## src/rtl/uart_cmd_pkg.sv

```systemverilog
// uart_cmd_pkg: shared definitions for the UART command packet controller.
// Holds the FSM state encoding, the error codes reported on err_code,
// the default packet start marker and a buffer address-width helper.
package uart_cmd_pkg;

  // FSM state encoding
  localparam logic [2:0] ST_IDLE    = 3'd0;
  localparam logic [2:0] ST_ADDR    = 3'd1;
  localparam logic [2:0] ST_LEN     = 3'd2;
  localparam logic [2:0] ST_PAYLOAD = 3'd3;
  localparam logic [2:0] ST_CHK     = 3'd4;
  localparam logic [2:0] ST_COMMIT  = 3'd5;

  // Error causes reported with pkt_err
  localparam logic [2:0] ERR_CHK     = 3'd1;
  localparam logic [2:0] ERR_LEN     = 3'd2;
  localparam logic [2:0] ERR_TIMEOUT = 3'd3;
  localparam logic [2:0] ERR_OVERRUN = 3'd4;

  // Default packet start marker
  localparam logic [7:0] DEFAULT_SYNC_BYTE = 8'hA5;

  // Address width for a buffer of the given depth (at least one bit)
  function automatic int unsigned addr_width(input int unsigned depth);
    return (depth > 1) ? $clog2(depth) : 1;
  endfunction

endpackage

```

## src/rtl/uart_cmd_buf.sv

```systemverilog
// uart_cmd_buf: payload staging buffer for uart_cmd_ctrl.
// DEPTH x 8 storage, synchronous write, combinational read so the commit
// sequencer can present buffer[i] on the same edge it issues write i.
module uart_cmd_buf
  import uart_cmd_pkg::*;
#(
  parameter int unsigned DEPTH = 16,
  parameter int unsigned AW    = addr_width(DEPTH)
) (
  input  logic          clk,
  input  logic          we,
  input  logic [AW-1:0] waddr,
  input  logic [7:0]    wdata,
  input  logic [AW-1:0] raddr,
  output logic [7:0]    rdata
);

  logic [7:0] mem [DEPTH];

  // Store one payload byte per accepted receiver strobe
  always_ff @(posedge clk) begin
    if (we) begin
      mem[waddr] <= wdata;
    end
  end

  assign rdata = mem[raddr];

endmodule

```

## src/rtl/uart_cmd_ctrl.sv

```systemverilog
// uart_cmd_ctrl: frames UART receiver bytes as SYNC/ADDR/LEN/payload/CHK
// packets, verifies the XOR checksum and commits good payloads to the
// register bus one write per cycle. Bad, oversized or stalled packets are
// discarded with pkt_err and a cause on err_code.
// Optional feature macro: UART_CMD_STATS_EN builds saturating ok/err
// packet counters; without it ok_count and err_count are tied to zero.
module uart_cmd_ctrl
  import uart_cmd_pkg::*;
#(
  parameter int unsigned CLK_FREQ     = 12000000,
  parameter logic [7:0]  SYNC_BYTE    = DEFAULT_SYNC_BYTE,
  parameter int unsigned MAX_LEN      = 16,
  parameter int unsigned TIMEOUT_CLKS = 36000
) (
  input  logic        clk,
  input  logic        rst,
  input  logic [7:0]  rx_data,
  input  logic        rx_done,
  output logic        wr_en,
  output logic [7:0]  wr_addr,
  output logic [7:0]  wr_data,
  output logic        pkt_ok,
  output logic        pkt_err,
  output logic [2:0]  err_code,
  output logic        busy,
  output logic [15:0] ok_count,
  output logic [15:0] err_count
);

  localparam int unsigned AW        = addr_width(MAX_LEN);
  localparam int unsigned TMO_W     = (TIMEOUT_CLKS > 2) ? $clog2(TIMEOUT_CLKS) : 1;
  // Firing when the counter is about to reach TIMEOUT_CLKS-1 puts pkt_err
  // exactly TIMEOUT_CLKS cycles after the last accepted byte.
  localparam logic [TMO_W-1:0] TMO_LAST  = TMO_W'(TIMEOUT_CLKS - 2);
  localparam logic [7:0]       MAX_LEN_B = 8'(MAX_LEN);

  // CLK_FREQ only documents how the TIMEOUT_CLKS default was chosen
  if (MAX_LEN < 1 || MAX_LEN > 255 || TIMEOUT_CLKS < 2 || CLK_FREQ == 0) begin : g_bad_cfg
    $error("uart_cmd_ctrl: MAX_LEN must be 1..255, TIMEOUT_CLKS >= 2, CLK_FREQ > 0");
  end

  logic [2:0]       state;
  logic [7:0]       idx;
  logic [TMO_W-1:0] tmo_cnt;
  logic [7:0]       addr_q;
  logic [7:0]       len_q;
  logic [7:0]       chk_acc;
  logic [7:0]       rd_data;
  logic             buf_we;

  assign buf_we = rx_done && (state == ST_PAYLOAD);

  uart_cmd_buf #(
    .DEPTH (MAX_LEN),
    .AW    (AW)
  ) u_buf (
    .clk   (clk),
    .we    (buf_we),
    .waddr (idx[AW-1:0]),
    .wdata (rx_data),
    .raddr (idx[AW-1:0]),
    .rdata (rd_data)
  );

  // Packet header and checksum accumulation (data only, no reset needed)
  always_ff @(posedge clk) begin
    if (rx_done) begin
      case (state)
        ST_ADDR: begin
          addr_q  <= rx_data;
          chk_acc <= rx_data;
        end
        ST_LEN: begin
          len_q   <= rx_data;
          chk_acc <= chk_acc ^ rx_data;
        end
        ST_PAYLOAD: chk_acc <= chk_acc ^ rx_data;
        default: ;
      endcase
    end
  end

  // Packet sequencer: framing, timeout, checksum verdict and commit drain
  always_ff @(posedge clk or posedge rst) begin
    if (rst) begin
      state    <= ST_IDLE;
      idx      <= '0;
      tmo_cnt  <= '0;
      wr_en    <= 1'b0;
      wr_addr  <= '0;
      wr_data  <= '0;
      pkt_ok   <= 1'b0;
      pkt_err  <= 1'b0;
      err_code <= '0;
      busy     <= 1'b0;
    end else begin
      wr_en   <= 1'b0;
      pkt_ok  <= 1'b0;
      pkt_err <= 1'b0;
      case (state)
        ST_IDLE: begin
          if (rx_done && rx_data == SYNC_BYTE) begin
            state   <= ST_ADDR;
            busy    <= 1'b1;
            tmo_cnt <= '0;
          end
        end
        ST_ADDR, ST_LEN, ST_PAYLOAD, ST_CHK: begin
          if (rx_done) begin
            // An arriving byte always beats a timeout expiring this cycle
            tmo_cnt <= '0;
            case (state)
              ST_ADDR: state <= ST_LEN;
              ST_LEN: begin
                if (rx_data == 8'd0 || rx_data > MAX_LEN_B) begin
                  pkt_err  <= 1'b1;
                  err_code <= ERR_LEN;
                  state    <= ST_IDLE;
                  busy     <= 1'b0;
                end else begin
                  idx   <= '0;
                  state <= ST_PAYLOAD;
                end
              end
              ST_PAYLOAD: begin
                if (idx == len_q - 8'd1) begin
                  idx   <= '0;
                  state <= ST_CHK;
                end else begin
                  idx <= idx + 8'd1;
                end
              end
              default: begin
                if (rx_data == chk_acc) begin
                  // First write issues on the verdict edge so the burst
                  // occupies exactly LEN cycles starting right after CHK.
                  wr_en   <= 1'b1;
                  wr_addr <= addr_q;
                  wr_data <= rd_data;
                  idx     <= 8'd1;
                  if (len_q == 8'd1) begin
                    pkt_ok <= 1'b1;
                    state  <= ST_IDLE;
                    busy   <= 1'b0;
                  end else begin
                    state <= ST_COMMIT;
                  end
                end else begin
                  pkt_err  <= 1'b1;
                  err_code <= ERR_CHK;
                  state    <= ST_IDLE;
                  busy     <= 1'b0;
                end
              end
            endcase
          end else if (tmo_cnt == TMO_LAST) begin
            pkt_err  <= 1'b1;
            err_code <= ERR_TIMEOUT;
            state    <= ST_IDLE;
            busy     <= 1'b0;
          end else begin
            tmo_cnt <= tmo_cnt + TMO_W'(1);
          end
        end
        ST_COMMIT: begin
          wr_en   <= 1'b1;
          wr_addr <= addr_q + idx;
          wr_data <= rd_data;
          idx     <= idx + 8'd1;
          if (idx == len_q - 8'd1) begin
            pkt_ok <= 1'b1;
            state  <= ST_IDLE;
            busy   <= 1'b0;
          end
          // A byte during the drain is dropped; the commit still finishes
          if (rx_done) begin
            pkt_err  <= 1'b1;
            err_code <= ERR_OVERRUN;
          end
        end
        default: begin
          state <= ST_IDLE;
          busy  <= 1'b0;
        end
      endcase
    end
  end

`ifdef UART_CMD_STATS_EN
  function automatic logic [15:0] sat_inc(input logic [15:0] v);
    return (v == 16'hFFFF) ? v : v + 16'd1;
  endfunction

  // Saturating packet statistics driven by the registered status pulses
  always_ff @(posedge clk or posedge rst) begin
    if (rst) begin
      ok_count  <= '0;
      err_count <= '0;
    end else begin
      if (pkt_ok) begin
        ok_count <= sat_inc(ok_count);
      end
      if (pkt_err) begin
        err_count <= sat_inc(err_count);
      end
    end
  end
`else
  assign ok_count  = '0;
  assign err_count = '0;
`endif

endmodule

```

## config.mk

```make
export PLATFORM = sky130hd
export DESIGN_NAME = uart_cmd_ctrl
export DESIGN_NICKNAME = d
export VERILOG_FILES = /design/src/rtl/uart_cmd_pkg.sv /design/src/rtl/uart_cmd_buf.sv /design/src/rtl/uart_cmd_ctrl.sv
export SDC_FILE = /design/constraint.sdc
export NUM_CORES = 1
export LEC_CHECK = 0
export CORE_ASPECT_RATIO = 1.25
export CORE_MARGIN = 2
export CORE_UTILIZATION = 35
export CTS_CLUSTER_SIZE = 40
export DETAILED_ROUTE_END_ITERATION = 8
export HOLD_SLACK_MARGIN = 0.15
export PLACE_DENSITY = 0.62
export SYNTH_ARGS = -nofsm -noshare
export SYNTH_HDL_FRONTEND = slang
export SYNTH_SLANG_ARGS = --single-unit
```

## constraint.sdc

```tcl
create_clock -name clk -period 5.5 [get_ports clk]
set_clock_uncertainty 0.05 [all_clocks]
set_input_delay 0.55 -clock clk [delete_from_list [all_inputs] [get_ports clk]]
set_output_delay 0.55 -clock clk [all_outputs]
set_load 0.01 [all_outputs]
```

==> results.json <==
{
  "cts.reportedPaths.clkPinSlew_ps": 60,
  "mostFrequentLayoutCells": "152 x edfxtp_1, 49 x dfrtp_1, 41 x nand2_1",
  "most_common_cell_after_layout_fill_and_taps_aside": "edfxtp_1",
  "mean_instance_size_in_the_synthesized_netlist_sq_um": 14.8,
  "synth.yosys.seq_area_share_pct": 62.1,
  "fin_tns_setup_ps": 0,
  "post_cts_hold_buffer_count": 0,
  "total_leakage_power_uw": 0.00381,
  "crit_top_cell": "nor4_1",
  "grt_setup_unrepaired": "false",
  "tightest_slew_ps": 977,
  "global_route_wire_length_before_repair_um": 30900,
  "layout.cell_area.non_filler_sq_mm": 0.0107,
  "numCtsBuffers": 23,
  "synthDistinctLibCells": 60,
  "setup_crit_start_kind": "input port",
  "path_class": "input port to register",
  "critPathMaxStageDelay_ps": 690,
  "antenna_found_initial": 0,
  "critPathRequiredTime_ps": 5810,
  "grt_util_all_layers_pct": 14.5,
  "vias_after_detailed_routing": 5280,
  "crit_arrival_ps": 3520,
  "grt-ovfl-total": 0,
  "total_switching_power_uw": 1400,
  "total_power_uw": 4770,
  "std_cell_rows": 66,
  "nFillCells": 2403,
  "ir_drop_v": 0.000246,
  "hold_violations": 0,
  "cellInternalPower_uw": 3370,
  "place_congestion": 0.817,
  "cell_area_after_placement_sq_mm": 0.00998,
  "share_of_flip_flops_with_an_asynchronous_set_or_reset_pct": 24.8,
  "die_height_um": 187,
  "post_cts_resized": 0,
  "ys_ff_latch": 202,
  "cp_num_buf_inv": 2,
  "setup_violations": 0,
  "yosys_warnings": 0,
  "routed_wire_length_um": 20200,
  "drtPass1Iterations": 5,
  "core_area_sq_mm": 0.0262,
  "net_sw_share_pct": 29.4,
  "design.portCount": 66,
  "critical_path.cell_chain": "clkdlybuf4s50_1 -> nor4_1 -> xor2_1 -> nor4_1 -> a31o_2 -> a21oi_1 -> buf_4 -> a311oi_4 -> nor3_1",
  "final.min_clock_period_ps": 3210,
  "drc_errors": 0,
  "tritoncts_clock_tree": "built",
  "run_status": "finished, final reports clean",
  "drv.max_cap_violation_count": 0,
  "multi_input_comb_area_sq_mm": 0.00325,
  "post-route-period-util_pct": 58.4,
  "synth_enable_flop_cells": 152,
  "layout.area.seq_sq_mm": 0.00582,
  "clockRootBuffer": "clkbuf_16",
  "post-cts-setup-buffers": 0,
  "drt-initial-drc-count": 460,
  "diodes": 0,
  "detail-route-antenna-nets": 0,
  "synth_flop_cell": "edfxtp_1",
  "postSynthCellCount": 631,
  "clkPwrFrac_pct": 31.6,
  "cp_max_fo": 11,
  "start_util_pct": 35.8,
  "cts-htree-levels": 1,
  "pwr-share-comb_pct": 26.3,
  "viasPerCell": 5.11,
  "slew_viol_final": 0,
  "post-dp-hpwl_um": 12800,
  "placedCellCount": 992,
  "path_delay_family": "simple AND/OR/NAND/NOR gates",
  "syn-cell-area_sq_mm": 0.00937,
  "power_per_cell_area_mw_per_mm2": 445,
  "grt_pass1_vias": 5025,
  "worstSetupEndpointType": "register",
  "grt_max_degree": 51,
  "worst_hold_path_type": "register to register",
  "wl_per_cell_um": 19.5,
  "max_clock_freq_mhz": 312,
  "seq_power_share_pct": 42.2,
  "final_cell_count_no_fill": 1033,
  "share_of_layout_cells_above_drive_strength_1_pct": 16.7,
  "finish.net_count": 704,
  "clock_latency_ps": 500,
  "place.port_buffers": 33,
  "max-slew-margin-rel_pct": 34.9,
  "tritoncts_num_sinks": 202,
  "clock_tree.buffer_depth": 3,
  "slowest_stage": "clkdlybuf4s50_1",
  "die_width_um": 150,
  "setup_slack_of_the_most_critical_reg_to_reg_path_ps": 2360,
  "area_of_the_die_sq_mm": 0.0281,
  "area.growth.synth_to_final_pct": 14.6
}
-- metrics by stage --
step / hold WS [ps] / setup WS, ps / utilization (%)
finish: 463 / 2290 / 41.0
detailed placement: 451 / 1750 / 38.1
CTS: 461 / 2280 / 41.0
global route: 478 / 2090 / 41.0
floorplan: 382 / 3060 / -
global placement: 447 / 1800 / 38.1
-- power groups by stage --
stage / Combinational [uW] / Sequential, uW / Clock, uW
final: 1250 / 2010 / 1510
after global routing: 1380 / 2040 / 1610
after CTS: 1270 / 2010 / 1550
after detailed placement: 1260 / 2040 / 0
after global placement: 1250 / 2040 / 0
after floorplan: 963 / 1950 / 0
-- path summary, 6_finish.rpt --
path | start | to | cells past startpoint
min in group asynchronous | rst | err_code[0] | 3
max reg2reg | idx[3] | wr_addr[7] | 8
max in group asynchronous | rst | idx[0] | 3
min | err_code[2] | err_code[2] | 1
min reg2reg | err_code[2] | err_code[2] | 1
max | rx_data[2] | idx[5] | 9
-- worst reg2reg max path: stages (launching register included) --
cell	delay, ps
dfrtp_1	980
ha_1	420
and3_1	190
a2111oi_0	670
a21oi_1	180
xnor2_1	160
nor2_1	140
nor3b_1	70
a211oi_1	200
-- synthesized netlist by cell type (3+ instances only) --
cell type / count / share of area (%)
xor2_1: 17 / 1.6
buf_2: 8 / 0.43
buf_4: 32 / 2.6
nor2b_1: 3 / 0.20
nand2_1: 41 / 1.6
mux4_2: 40 / 9.6
nor2_1: 32 / 1.3
nor3b_1: 5 / 0.40
o21a_1: 3 / 0.24
nand2b_1: 3 / 0.20
dfrtp_1: 50 / 13
buf_1: 4 / 0.16
ha_1: 15 / 2.0
inv_1: 17 / 0.68
a21oi_1: 13 / 0.69
mux2_2: 14 / 1.7
clkbuf_1: 10 / 0.40
o21ai_0: 21 / 1.1
nor3_1: 13 / 0.69
and3_1: 15 / 1.0
nand3_1: 13 / 0.69
a31oi_1: 4 / 0.27
edfxtp_1: 152 / 49
nand4_1: 8 / 0.53
and2_1: 15 / 1.0
mux2i_1: 12 / 1.3
xnor2_1: 27 / 2.5
-- cell families after synthesis --
group / Yosys count / synth area share (%)
AOI/OAI and AO/OA: 65 / 4.98
muxes: 66 / 12.6
other: 1 / 0.0400
buffers and inverters: 73 / 4.47
DFF: 202 / 62.1
xor gates and xnor gates: 44 / 4.11
and+or+nand+nor: 164 / 9.52
adders and majority gates: 16 / 2.22
-- cell type report --
cell class,count,area share [%]
clock inverters,12,1.31
repair buffers,46,3.99
flip-flops and latches,202,54.2
inverters,17,0.595
well taps,340,3.96
multi-input cells,387,30.3
clock buffers,29,5.67
-- layer usage --
metal	vias to the layer above	track usage [%]	part of all wire, %
met1	2632	20.1	44
met2	195	23.5	49
met3	32	2.66	5.7
li1	2421	-	-
met5	-	0	0
met4	0	3.59	1.9
-- flip-flops by register name, indices dropped and copies added, names as in the netlist --
| signal | flops |
|---|---|
| addr_q | 8 |
| wr_data | 8 |
| err_code | 3 |
| wr_addr | 8 |
| u_buf.mem | 128 |
| state | 3 |
| pkt_err | 1 |
| wr_en | 1 |
| busy | 1 |
| chk_acc | 8 |
| idx | 8 |
| tmo_cnt | 16 |
| pkt_ok | 1 |
| len_q | 8 |
Power figures use the tool's default switching activity.
